**config.mk**
```make
export PLATFORM = sky130hd
export DESIGN_NAME = wb_cfg_bridge_flat
export DESIGN_NICKNAME = d
export VERILOG_FILES = /design/src/rtl/wb_cfg_bridge_if.sv /design/src/rtl/wb_cfg_bridge.sv /design/src/flat_wrapper.sv
export SDC_FILE = /design/constraint.sdc
export NUM_CORES = 1
export LEC_CHECK = 0
export ABC_AREA = 0
export CORE_AREA = 2 2 213 215
export CTS_CLUSTER_DIAMETER = 200
export DETAILED_ROUTE_END_ITERATION = 10
export DIE_AREA = 0 0 215 217
export PLACE_DENSITY_LB_ADDON = 0.05
export SYNTH_ARGS = -nofsm -noshare
export SYNTH_HDL_FRONTEND = slang
export SYNTH_SLANG_ARGS = --single-unit
```
**constraint.sdc**
```tcl
create_clock -name clk_i -period 5.41 [get_ports clk_i]
set_clock_uncertainty 0.15 [all_clocks]
set_input_delay 0.8115 -clock clk_i [delete_from_list [all_inputs] [get_ports clk_i]]
set_output_delay 0.8115 -clock clk_i [all_outputs]
set_load 0.05 [all_outputs]
```
**src/rtl/wb_cfg_bridge_if.sv**
```systemverilog
// Wishbone slave port bundle for the weight/bias configuration bridge.
interface wb_cfg_bridge_if;
  logic        wbs_stb_i;
  logic        wbs_cyc_i;
  logic        wbs_we_i;
  logic [3:0]  wbs_sel_i;
  logic [31:0] wbs_adr_i;
  logic [31:0] wbs_dat_i;
  logic        wbs_ack_o;
  logic [31:0] wbs_dat_o;

  modport slave (
    input  wbs_stb_i, wbs_cyc_i, wbs_we_i, wbs_sel_i, wbs_adr_i, wbs_dat_i,
    output wbs_ack_o, wbs_dat_o
  );

  modport master (
    output wbs_stb_i, wbs_cyc_i, wbs_we_i, wbs_sel_i, wbs_adr_i, wbs_dat_i,
    input  wbs_ack_o, wbs_dat_o
  );
endinterface

```
**src/rtl/wb_cfg_bridge.sv**
```systemverilog
// Wishbone config bridge: ADDR/CTRL/STATUS/DATA window driving N memory targets with
// one-cycle store strobes and latency-tracked loads captured back into DATA.
module wb_cfg_bridge #(
  parameter int          NUM_TGT            = 3,
  parameter int          TGT_BW             = 3,
  parameter int          BANK_BW            = 4,
  parameter int          ADDR_BW            = 8,
  parameter int          VECTOR_BW          = 104,
  parameter int          DATA_WORDS         = 4,
  parameter int          RD_LATENCY         = 1,
  parameter logic [31:0] WISHBONE_BASE_ADDR = 32'h3000_0000
) (
  input  logic                           clk_i,
  input  logic                           rst_i,
  wb_cfg_bridge_if.slave                 wb,
  output logic [NUM_TGT-1:0]             mem_rd_en_o,
  output logic [NUM_TGT-1:0]             mem_wr_en_o,
  output logic [BANK_BW-1:0]             mem_bank_o,
  output logic [ADDR_BW-1:0]             mem_addr_o,
  output logic [VECTOR_BW-1:0]           mem_wr_data_o,
  input  logic [NUM_TGT*VECTOR_BW-1:0]   mem_rd_data_i
);
  localparam int DW    = DATA_WORDS * 32;
  localparam int CNT_W = (RD_LATENCY > 1) ? $clog2(RD_LATENCY) : 1;

  typedef enum logic [1:0] {IDLE, STORE, LOAD, WAIT} state_t;

  state_t             state_q, state_d;
  logic [CNT_W-1:0]   cnt_q, cnt_d;
  logic [31:0]        addr_q;
  logic [31:0]        data_q [DATA_WORDS];
  logic               done_q, err_tgt_q, err_ovr_q;
  logic               ack_q;
  logic [31:0]        dat_q;

  logic               acc, in_win, wr, wr_addr, wr_ctrl, wr_stat, busy;
  logic [5:0]         widx;
  logic               cmd_store, cmd_load, tgt_ok;
  logic [TGT_BW-1:0]  tgt;
  logic [NUM_TGT-1:0] tgt_oh;
  logic [VECTOR_BW-1:0] rd_sel;
  logic [DW-1:0]      cap_vec, data_flat;
  logic [31:0]        status_vec, rd_mux;
  logic               set_done, set_err_tgt, capture;
  logic               unused_ok;

  // A new access is only taken once the previous ack has dropped.
  assign acc     = wb.wbs_stb_i & wb.wbs_cyc_i & ~ack_q;
  assign in_win  = (wb.wbs_adr_i[31:8] == WISHBONE_BASE_ADDR[31:8]);
  assign widx    = wb.wbs_adr_i[7:2];
  assign wr      = acc & wb.wbs_we_i & in_win;
  assign wr_addr = wr && (widx == 6'd0);
  assign wr_ctrl = wr && (widx == 6'd1);
  assign wr_stat = wr && (widx == 6'd2);
  assign busy    = (state_q != IDLE);

  assign cmd_store = (wb.wbs_dat_i == 32'd1);
  assign cmd_load  = (wb.wbs_dat_i == 32'd2);
  assign tgt       = addr_q[ADDR_BW+BANK_BW +: TGT_BW];
  assign tgt_ok    = (32'(tgt) < NUM_TGT);

  assign mem_addr_o    = addr_q[ADDR_BW-1:0];
  assign mem_bank_o    = addr_q[ADDR_BW +: BANK_BW];
  assign mem_wr_data_o = VECTOR_BW'(data_flat);
  assign wb.wbs_ack_o  = ack_q;
  assign wb.wbs_dat_o  = dat_q;
  assign status_vec    = {28'd0, err_ovr_q, err_tgt_q, done_q, busy};
  assign unused_ok     = ^{wb.wbs_sel_i, wb.wbs_adr_i[1:0]};

  always_comb begin
    tgt_oh = '0;
    rd_sel = '0;
    for (int t = 0; t < NUM_TGT; t++) begin
      if (tgt == TGT_BW'(t)) begin
        tgt_oh[t] = 1'b1;
        rd_sel    = mem_rd_data_i[t*VECTOR_BW +: VECTOR_BW];
      end
    end
  end

  always_comb begin
    cap_vec                  = '0;
    cap_vec[VECTOR_BW-1:0]   = rd_sel;
    data_flat                = '0;
    for (int k = 0; k < DATA_WORDS; k++) data_flat[k*32 +: 32] = data_q[k];
  end

  always_comb begin
    rd_mux = '0;
    if (in_win) begin
      if (widx == 6'd0)      rd_mux = addr_q;
      else if (widx == 6'd2) rd_mux = status_vec;
      for (int k = 0; k < DATA_WORDS; k++)
        if (widx == 6'(4 + k)) rd_mux = data_q[k];
    end
  end

  always_ff @(posedge clk_i) begin
    if (rst_i) begin
      state_q <= IDLE;
      cnt_q   <= '0;
    end else begin
      state_q <= state_d;
      cnt_q   <= cnt_d;
    end
  end

  always_comb begin
    state_d     = state_q;
    cnt_d       = cnt_q;
    mem_rd_en_o = '0;
    mem_wr_en_o = '0;
    set_done    = 1'b0;
    set_err_tgt = 1'b0;
    capture     = 1'b0;
    unique case (state_q)
      IDLE: begin
        if (wr_ctrl && (cmd_store || cmd_load)) begin
          if (!tgt_ok)        set_err_tgt = 1'b1;
          else if (cmd_store) state_d = STORE;
          else                state_d = LOAD;
        end
      end
      STORE: begin
        mem_wr_en_o = tgt_oh;
        set_done    = 1'b1;
        state_d     = IDLE;
      end
      LOAD: begin
        mem_rd_en_o = tgt_oh;
        cnt_d       = CNT_W'(RD_LATENCY - 1);
        state_d     = WAIT;
      end
      WAIT: begin
        if (cnt_q == '0) begin
          capture  = 1'b1;
          set_done = 1'b1;
          state_d  = IDLE;
        end else begin
          cnt_d = cnt_q - 1'b1;
        end
      end
      default: state_d = IDLE;
    endcase
  end

  // Sticky status bits: a set in the same cycle as a W1C wins.
  always_ff @(posedge clk_i) begin
    if (rst_i) begin
      ack_q     <= 1'b0;
      dat_q     <= '0;
      addr_q    <= '0;
      done_q    <= 1'b0;
      err_tgt_q <= 1'b0;
      err_ovr_q <= 1'b0;
      for (int k = 0; k < DATA_WORDS; k++) data_q[k] <= '0;
    end else begin
      ack_q <= acc;
      dat_q <= acc ? rd_mux : '0;
      if (wr_addr && !busy) addr_q <= wb.wbs_dat_i;
      for (int k = 0; k < DATA_WORDS; k++) begin
        if (capture)
          data_q[k] <= cap_vec[k*32 +: 32];
        else if (wr && !busy && (widx == 6'(4 + k)))
          data_q[k] <= wb.wbs_dat_i;
      end
      done_q    <= (done_q    & ~(wr_stat & wb.wbs_dat_i[1])) | set_done;
      err_tgt_q <= (err_tgt_q & ~(wr_stat & wb.wbs_dat_i[2])) | set_err_tgt;
      err_ovr_q <= (err_ovr_q & ~(wr_stat & wb.wbs_dat_i[3])) | (wr_ctrl & busy);
    end
  end
endmodule

```
**src/flat_wrapper.sv**
```systemverilog
// flat-port wrapper written by rule: the top's interface ports become plain ports
module wb_cfg_bridge_flat 
#(
  parameter int          NUM_TGT            = 3,
  parameter int          TGT_BW             = 3,
  parameter int          BANK_BW            = 4,
  parameter int          ADDR_BW            = 8,
  parameter int          VECTOR_BW          = 104,
  parameter int          DATA_WORDS         = 4,
  parameter int          RD_LATENCY         = 1,
  parameter logic [31:0] WISHBONE_BASE_ADDR = 32'h3000_0000
)
  (clk_i, rst_i, mem_rd_en_o, mem_wr_en_o, mem_bank_o, mem_addr_o, mem_wr_data_o, mem_rd_data_i, wb_wbs_stb_i, wb_wbs_cyc_i, wb_wbs_we_i, wb_wbs_sel_i, wb_wbs_adr_i, wb_wbs_dat_i, wb_wbs_ack_o, wb_wbs_dat_o);
  wb_cfg_bridge_if wb_i ();
  input  logic clk_i;
  input  logic rst_i;
  output logic [NUM_TGT-1:0] mem_rd_en_o;
  output logic [NUM_TGT-1:0] mem_wr_en_o;
  output logic [BANK_BW-1:0] mem_bank_o;
  output logic [ADDR_BW-1:0] mem_addr_o;
  output logic [VECTOR_BW-1:0] mem_wr_data_o;
  input  logic [NUM_TGT*VECTOR_BW-1:0] mem_rd_data_i;
  input wire logic [$bits(wb_i.wbs_stb_i)-1:0] wb_wbs_stb_i;
  input wire logic [$bits(wb_i.wbs_cyc_i)-1:0] wb_wbs_cyc_i;
  input wire logic [$bits(wb_i.wbs_we_i)-1:0] wb_wbs_we_i;
  input wire logic [$bits(wb_i.wbs_sel_i)-1:0] wb_wbs_sel_i;
  input wire logic [$bits(wb_i.wbs_adr_i)-1:0] wb_wbs_adr_i;
  input wire logic [$bits(wb_i.wbs_dat_i)-1:0] wb_wbs_dat_i;
  output wire logic [$bits(wb_i.wbs_ack_o)-1:0] wb_wbs_ack_o;
  output wire logic [$bits(wb_i.wbs_dat_o)-1:0] wb_wbs_dat_o;
  assign wb_i.wbs_stb_i = wb_wbs_stb_i;
  assign wb_i.wbs_cyc_i = wb_wbs_cyc_i;
  assign wb_i.wbs_we_i = wb_wbs_we_i;
  assign wb_i.wbs_sel_i = wb_wbs_sel_i;
  assign wb_i.wbs_adr_i = wb_wbs_adr_i;
  assign wb_i.wbs_dat_i = wb_wbs_dat_i;
  assign wb_wbs_ack_o = wb_i.wbs_ack_o;
  assign wb_wbs_dat_o = wb_i.wbs_dat_o;
  wb_cfg_bridge #(.NUM_TGT(NUM_TGT), .TGT_BW(TGT_BW), .BANK_BW(BANK_BW), .ADDR_BW(ADDR_BW), .VECTOR_BW(VECTOR_BW), .DATA_WORDS(DATA_WORDS), .RD_LATENCY(RD_LATENCY), .WISHBONE_BASE_ADDR(WISHBONE_BASE_ADDR)) u_core (.clk_i(clk_i), .rst_i(rst_i), .wb(wb_i), .mem_rd_en_o(mem_rd_en_o), .mem_wr_en_o(mem_wr_en_o), .mem_bank_o(mem_bank_o), .mem_addr_o(mem_addr_o), .mem_wr_data_o(mem_wr_data_o), .mem_rd_data_i(mem_rd_data_i));
endmodule
```
== After elaboration in Yosys (flattened, before gate mapping) ==
Memories as Yosys holds them, arrays and structs flattened.
Cells that the tools add are included.

* Bits in registers: 71
* Bits in latches: 0
* Memory bits (writable): 128
* Memory bits (read-only): 0
* Bits of input ports: 385
* Output and inout bits: 155
* Logic and storage cells: 131
* Memories kept: 1

{| class="wikitable"
|+ Memory list
! memory !! words !! width !! read ports !! clocked after Yosys merged registers in !! wr ports !! line !! RTL
|-
| u_core.data_q || 4 || 32 || 4 || 0 || 4 || wb_cfg_bridge.sv:31 || <nowiki>logic [31:0] data_q [DATA_WORDS];</nowiki>
|}

* Add/sub/neg operators: 1
* Multiply operators: 0
* Div/mod/pow operators: 0
* Magnitude comparators: 1
* Equal/unequal tests: 17
* Shift operators: 0
* Multiplexer cells: 56
* Bitwise gates (word level): 28
* Reduce and logical (&&, ||, !) cells: 19

{| class="wikitable"
|+ Operators by type and width
! cell !! number
|-
| $mux W32 || 13
|-
| $mux W104 || 3
|-
| $eq A32 B1 Y1 const B || 1
|-
| $eq A32 B2 Y1 const B || 1
|-
| $mux W1 || 30
|-
| $eq A24 B22 Y1 const B || 1
|-
| $eq A6 B3 Y1 const B || 4
|-
| $and A1 B1 Y1 || 11
|-
| $or A1 B1 Y1 || 11
|-
| $logic_and A1 B1 Y1 || 10
|-
| $mux W2 || 4
|-
| $pmux W2 S4 || 1
|-
| $eq A6 B1 Y1 const B || 1
|-
| $eq A6 B2 Y1 const B || 1
|-
| $logic_not A6 Y1 || 1
|-
| $mux W3 || 2
|-
| $not A1 Y1 || 6
|-
| $eq A2 B2 Y1 const B || 2
|-
| $mux W4 || 1
|-
| $ne A2 B1 Y1 const B || 2
|-
| $pmux W1 S2 || 2
|-
| $reduce_bool A2 Y1 || 2
|-
| $eq A3 B1 Y1 const B || 1
|-
| $eq A3 B2 Y1 const B || 1
|-
| other kinds (10) || 10
|}

== Longest topological paths before layout ==
* Depth in word-level cells: 11
* Gate-level depth with buffers: 8
* Gate-level depth less buffers: 5

== Worst setup path after synthesis ==
Ideal clock, no wire load.

* Path type: reg2out
* From: register u_core.addr_q[13]
* To: output mem_rd_en_o[1]
* Arrival: 2380 ps
* Path slack: 2069 ps
* Stages on the path, launching flop included: 4
* Cell sequence: dfxtp_1 > clkbuf_1 > clkbuf_1 > nor4b_1

* Cells in the longest elaborated chain, start to end: 3

{| class="wikitable"
|+ Ends and longest elaborated chain
! what !! line !! RTL
|-
| start: declaration || wb_cfg_bridge.sv:30 || <nowiki>logic [31:0] addr_q;</nowiki>
|-
| start signal: assignment || wb_cfg_bridge.sv:160 || <nowiki>if (wr_addr && !busy) addr_q <= wb.wbs_dat_i;</nowiki>
|-
| $eq A3 B1 Y1 || wb_cfg_bridge.sv:74 || <nowiki>if (tgt == TGT_BW'(t)) begin</nowiki>
|-
| $mux W1 || wb_cfg_bridge.sv:74 ||
|-
| $mux W3 || wb_cfg_bridge.sv:116 || <nowiki>unique case (state_q)</nowiki>
|-
| end: declaration || flat_wrapper.sv:17 || <nowiki>output logic [NUM_TGT-1:0] mem_rd_en_o;</nowiki>
|}

Every way passes these cells.

== Final worst setup path ==
* From: register u_core.addr_q[13]
* To: output mem_wr_en_o[2]

* Cells in the longest elaborated chain, start to end: 3

{| class="wikitable"
|+ Ends and longest elaborated chain
! what !! line !! RTL
|-
| $eq A3 B2 Y1 || wb_cfg_bridge.sv:74 ||
|-
| $mux W1 || wb_cfg_bridge.sv:74 ||
|-
| $mux W3 || wb_cfg_bridge.sv:116 ||
|-
| end: declaration || flat_wrapper.sv:18 || <nowiki>output logic [NUM_TGT-1:0] mem_wr_en_o;</nowiki>
|}

Every way passes these cells.

==> results.cfg <==
[status]
outcome = finished clean

[logic_synthesis]
synth-xor-area-share_pct = 0
synth.area.top_cells = edfxtp_1 (33%), dfxtp_1 (12%), o221ai_1 (7.9%), o2bb2ai_1 (7.8%), buf_4 (7.7%)
synthCells = 1117
yosysMostFrequentCell = edfxtp_1
postSynthAreaPerCell_sq_um = 10.4
synth_top_family_by_area = compound AO/OA/AOI/OAI gates
synth-compound-area-share_pct = 23.3
synth_edf_count = 128
yosysWarnings = 0
ys_types = 47
syn_nets = 1502
synth_top_area_share_pct = 33.2
ys.flop_type = edfxtp_1
async_reset_ff_share_pct = 0
netlist_area_sq_um = 11600
yosysTopAreaCell = edfxtp_1
yosys-top-cells-count = edfxtp_1 (128), buf_4 (119), o21ai_0 (116)
yosys.area_share.adder_pct = 0
synthMuxAreaShare_pct = 8.85
yosysSeqAreaShare_pct = 45.3
synth_seq_cells = 198
synthSimpleGateAreaFrac_pct = 7.71

[layout]
fin_cells = 2085
syn2layout_area_growth_pct = 48.3
nFillCells = 4519
fin_nets = 1856
regArea_sq_um = 5250
multi_input_area_sq_um = 4680
drive_gt1_share_pct = 6.87
finalCoreUtilization_pct = 38.4

[sta]
slew_headroom_pct = 25.8
timing.final.ws_setup_ns = 1.70
max_clock_freq_mhz = 270
finalSetupViolations = 0
min_period_over_period_pct = 68.6
setup_tns_ns = 0
rsz0062_at_grt = false
hold_viol = 0
tightest_slew_ns = 1.11
timing.final.max_slew_violations = 0
layout_min_cycle_time_ns = 3.71

[critical_path]
critical-path-top-delay-family = buffers and inverters
path_cells = or3b_4 -> nor2_1 -> clkdlybuf4s50_1
path_max_fanout = 57
critPathBufInv = 1
end_kind = output pin
critPathMaxStageDelay_ns = 0.81
worstSetupPathType = flip-flop to output pin
cp.required_ns = 4.45
cp_data_arrival_time_ns = 2.75
slowest_stage = clkdlybuf4s50_1
start_kind = flip-flop

[clock_network]
cts_sinks = 198
htreeDepth = 4
path_clk_slew_ns = 0.08
post_cts_resized = 0
post_cts_buffers = 0
cts_tree = done
cts-buffers-inserted = 17
cts_max_path_buffers = 2
insertion_delay_ns = 0.45
cts_root_buffer = clkbuf_16
cts_hold_buffers = 0

[power_and_ir_drop]
ir_drop_mv = 0.143
power.density_nw_per_um2 = 213
p_leak_uw = 0.00612

[place]
preCtsSetupSlack_ns = 1.41
place_inst = 2052
numPortBuffers = 533
hpwl_microns = 37500
gp_congestion = 0.814

[grt]
overflow = 0
grt_pass1_vias = 10700
antenna_found_initial = 4
grt_usage_pct = 22.1
grt_max_degree = 60
grt_pass1_wl_microns = 75600

[detailed_routing]
routed_wl_microns = 52900
vias = 10400
drc = 0
ant_nets = 0
dr.pass1.iters = 4
vias_per_cell = 4.99
avgRoutedWirePerCell_microns = 25.4
dr.first_iter.drc_count = 589

[die]
die_area_sq_um = 46700
initial_core_util_pct = 25.9
die-width_microns = 215
ioPinCount = 540
die_h_microns = 217
core-area_sq_um = 44700
row_count = 78

[worst_hold_path]
hold_class = flip-flop to flip-flop

[job]
cap_violations = 0
[placed cells by master (no fill, tap or decap), types with 5 or more instances in the layout]
cell type        instances
mux4_2                  28
a22oi_1                 28
and2_1                  24
nor2_1                  68
nor2b_1                  5
nor4_1                  14
dfxtp_1                 68
o21ai_0                116
clkdlybuf4s50_1        530
mux2i_1                 36
nand4_1                  6
clkbuf_16               17
inv_1                  105
buf_4                   18
edfxtp_1               128
o221ai_1               104
nand2_1                 13
o2bb2ai_1              103
clkinvlp_4               5
[through the flow]
step                      instance area (sq um)  total power, uW  hold WS, ns
after floorplan                           11600             1960        0.296
after global placement                    16600             2360        0.316
after detailed placement                  16600             2360        0.328
after CTS                                 17200             3700        0.339
after global routing                      17200             3780        0.376
final                                     17200             3660        0.337
[worst paths after layout]
check | from | to | slack [ns] | depth (start not counted)
max | u_core.addr_q[13] | mem_wr_en_o[2] | 1.70 | 3
min | u_core.done_q | u_core.done_q | 0.34 | 2
max reg2reg | u_core.state_q[0] | u_core.data_q[1][22] | 2.39 | 5
min reg2reg | u_core.done_q | u_core.done_q | 0.34 | 2
[power breakdown]
group	leakage (uW)	total, uW	internal, uW	switching (uW)
registers	0.00186	1660	1640	22.2
clock network	0.000270	1330	725	607
logic	0.00399	665	357	309
total	0.00612	3660	2720	937
[routing by layer]
metal  routed length (microns)  share of wire [%]  global-route usage, %
met5                        41              0.077                      0
met4                      1000                1.9                   6.23
met3                      3540                6.7                   6.32
met2                     25400                 48                   36.6
met1                     23000                 43                   28.2
[cell families after synthesis]
| family | count (synthesis) |
|---|---|
| flip-flops | 198 |
| AO/OA/AOI/OAI | 364 |
| buffers and inverters | 323 |
| multiplexers | 67 |
| AND/OR/NAND/NOR | 165 |
[flip-flops by register name (all words and copies together), names as in the netlist]
| register | flops |
|---|---|
| u_core.state_q | 2 |
| u_core.err_tgt_q | 1 |
| u_core.done_q | 1 |
| u_core.wb.wbs_ack_o | 1 |
| u_core.data_q | 128 |
| u_core.addr_q | 32 |
| u_core.wb.wbs_dat_o | 32 |
| u_core.err_ovr_q | 1 |
[tightest hold or removal path: stages, from the launching register on]
cell and delay, ns:
dfxtp_1 0.31, o21ai_0 0.07, a21oi_1 0.06
[area by class of cell]
class	count	area share, %
Antenna cell	1	0.0146
Timing Repair Buffer	553	32.0
Clock inverter	13	0.918
Sequential cell	198	30.6
Tap cell	600	4.37
Clock buffer	19	2.52
Inverter	105	2.30
Multi-Input combinational cell	596	27.3
Note: power is estimated with default switching activity, not from simulation.
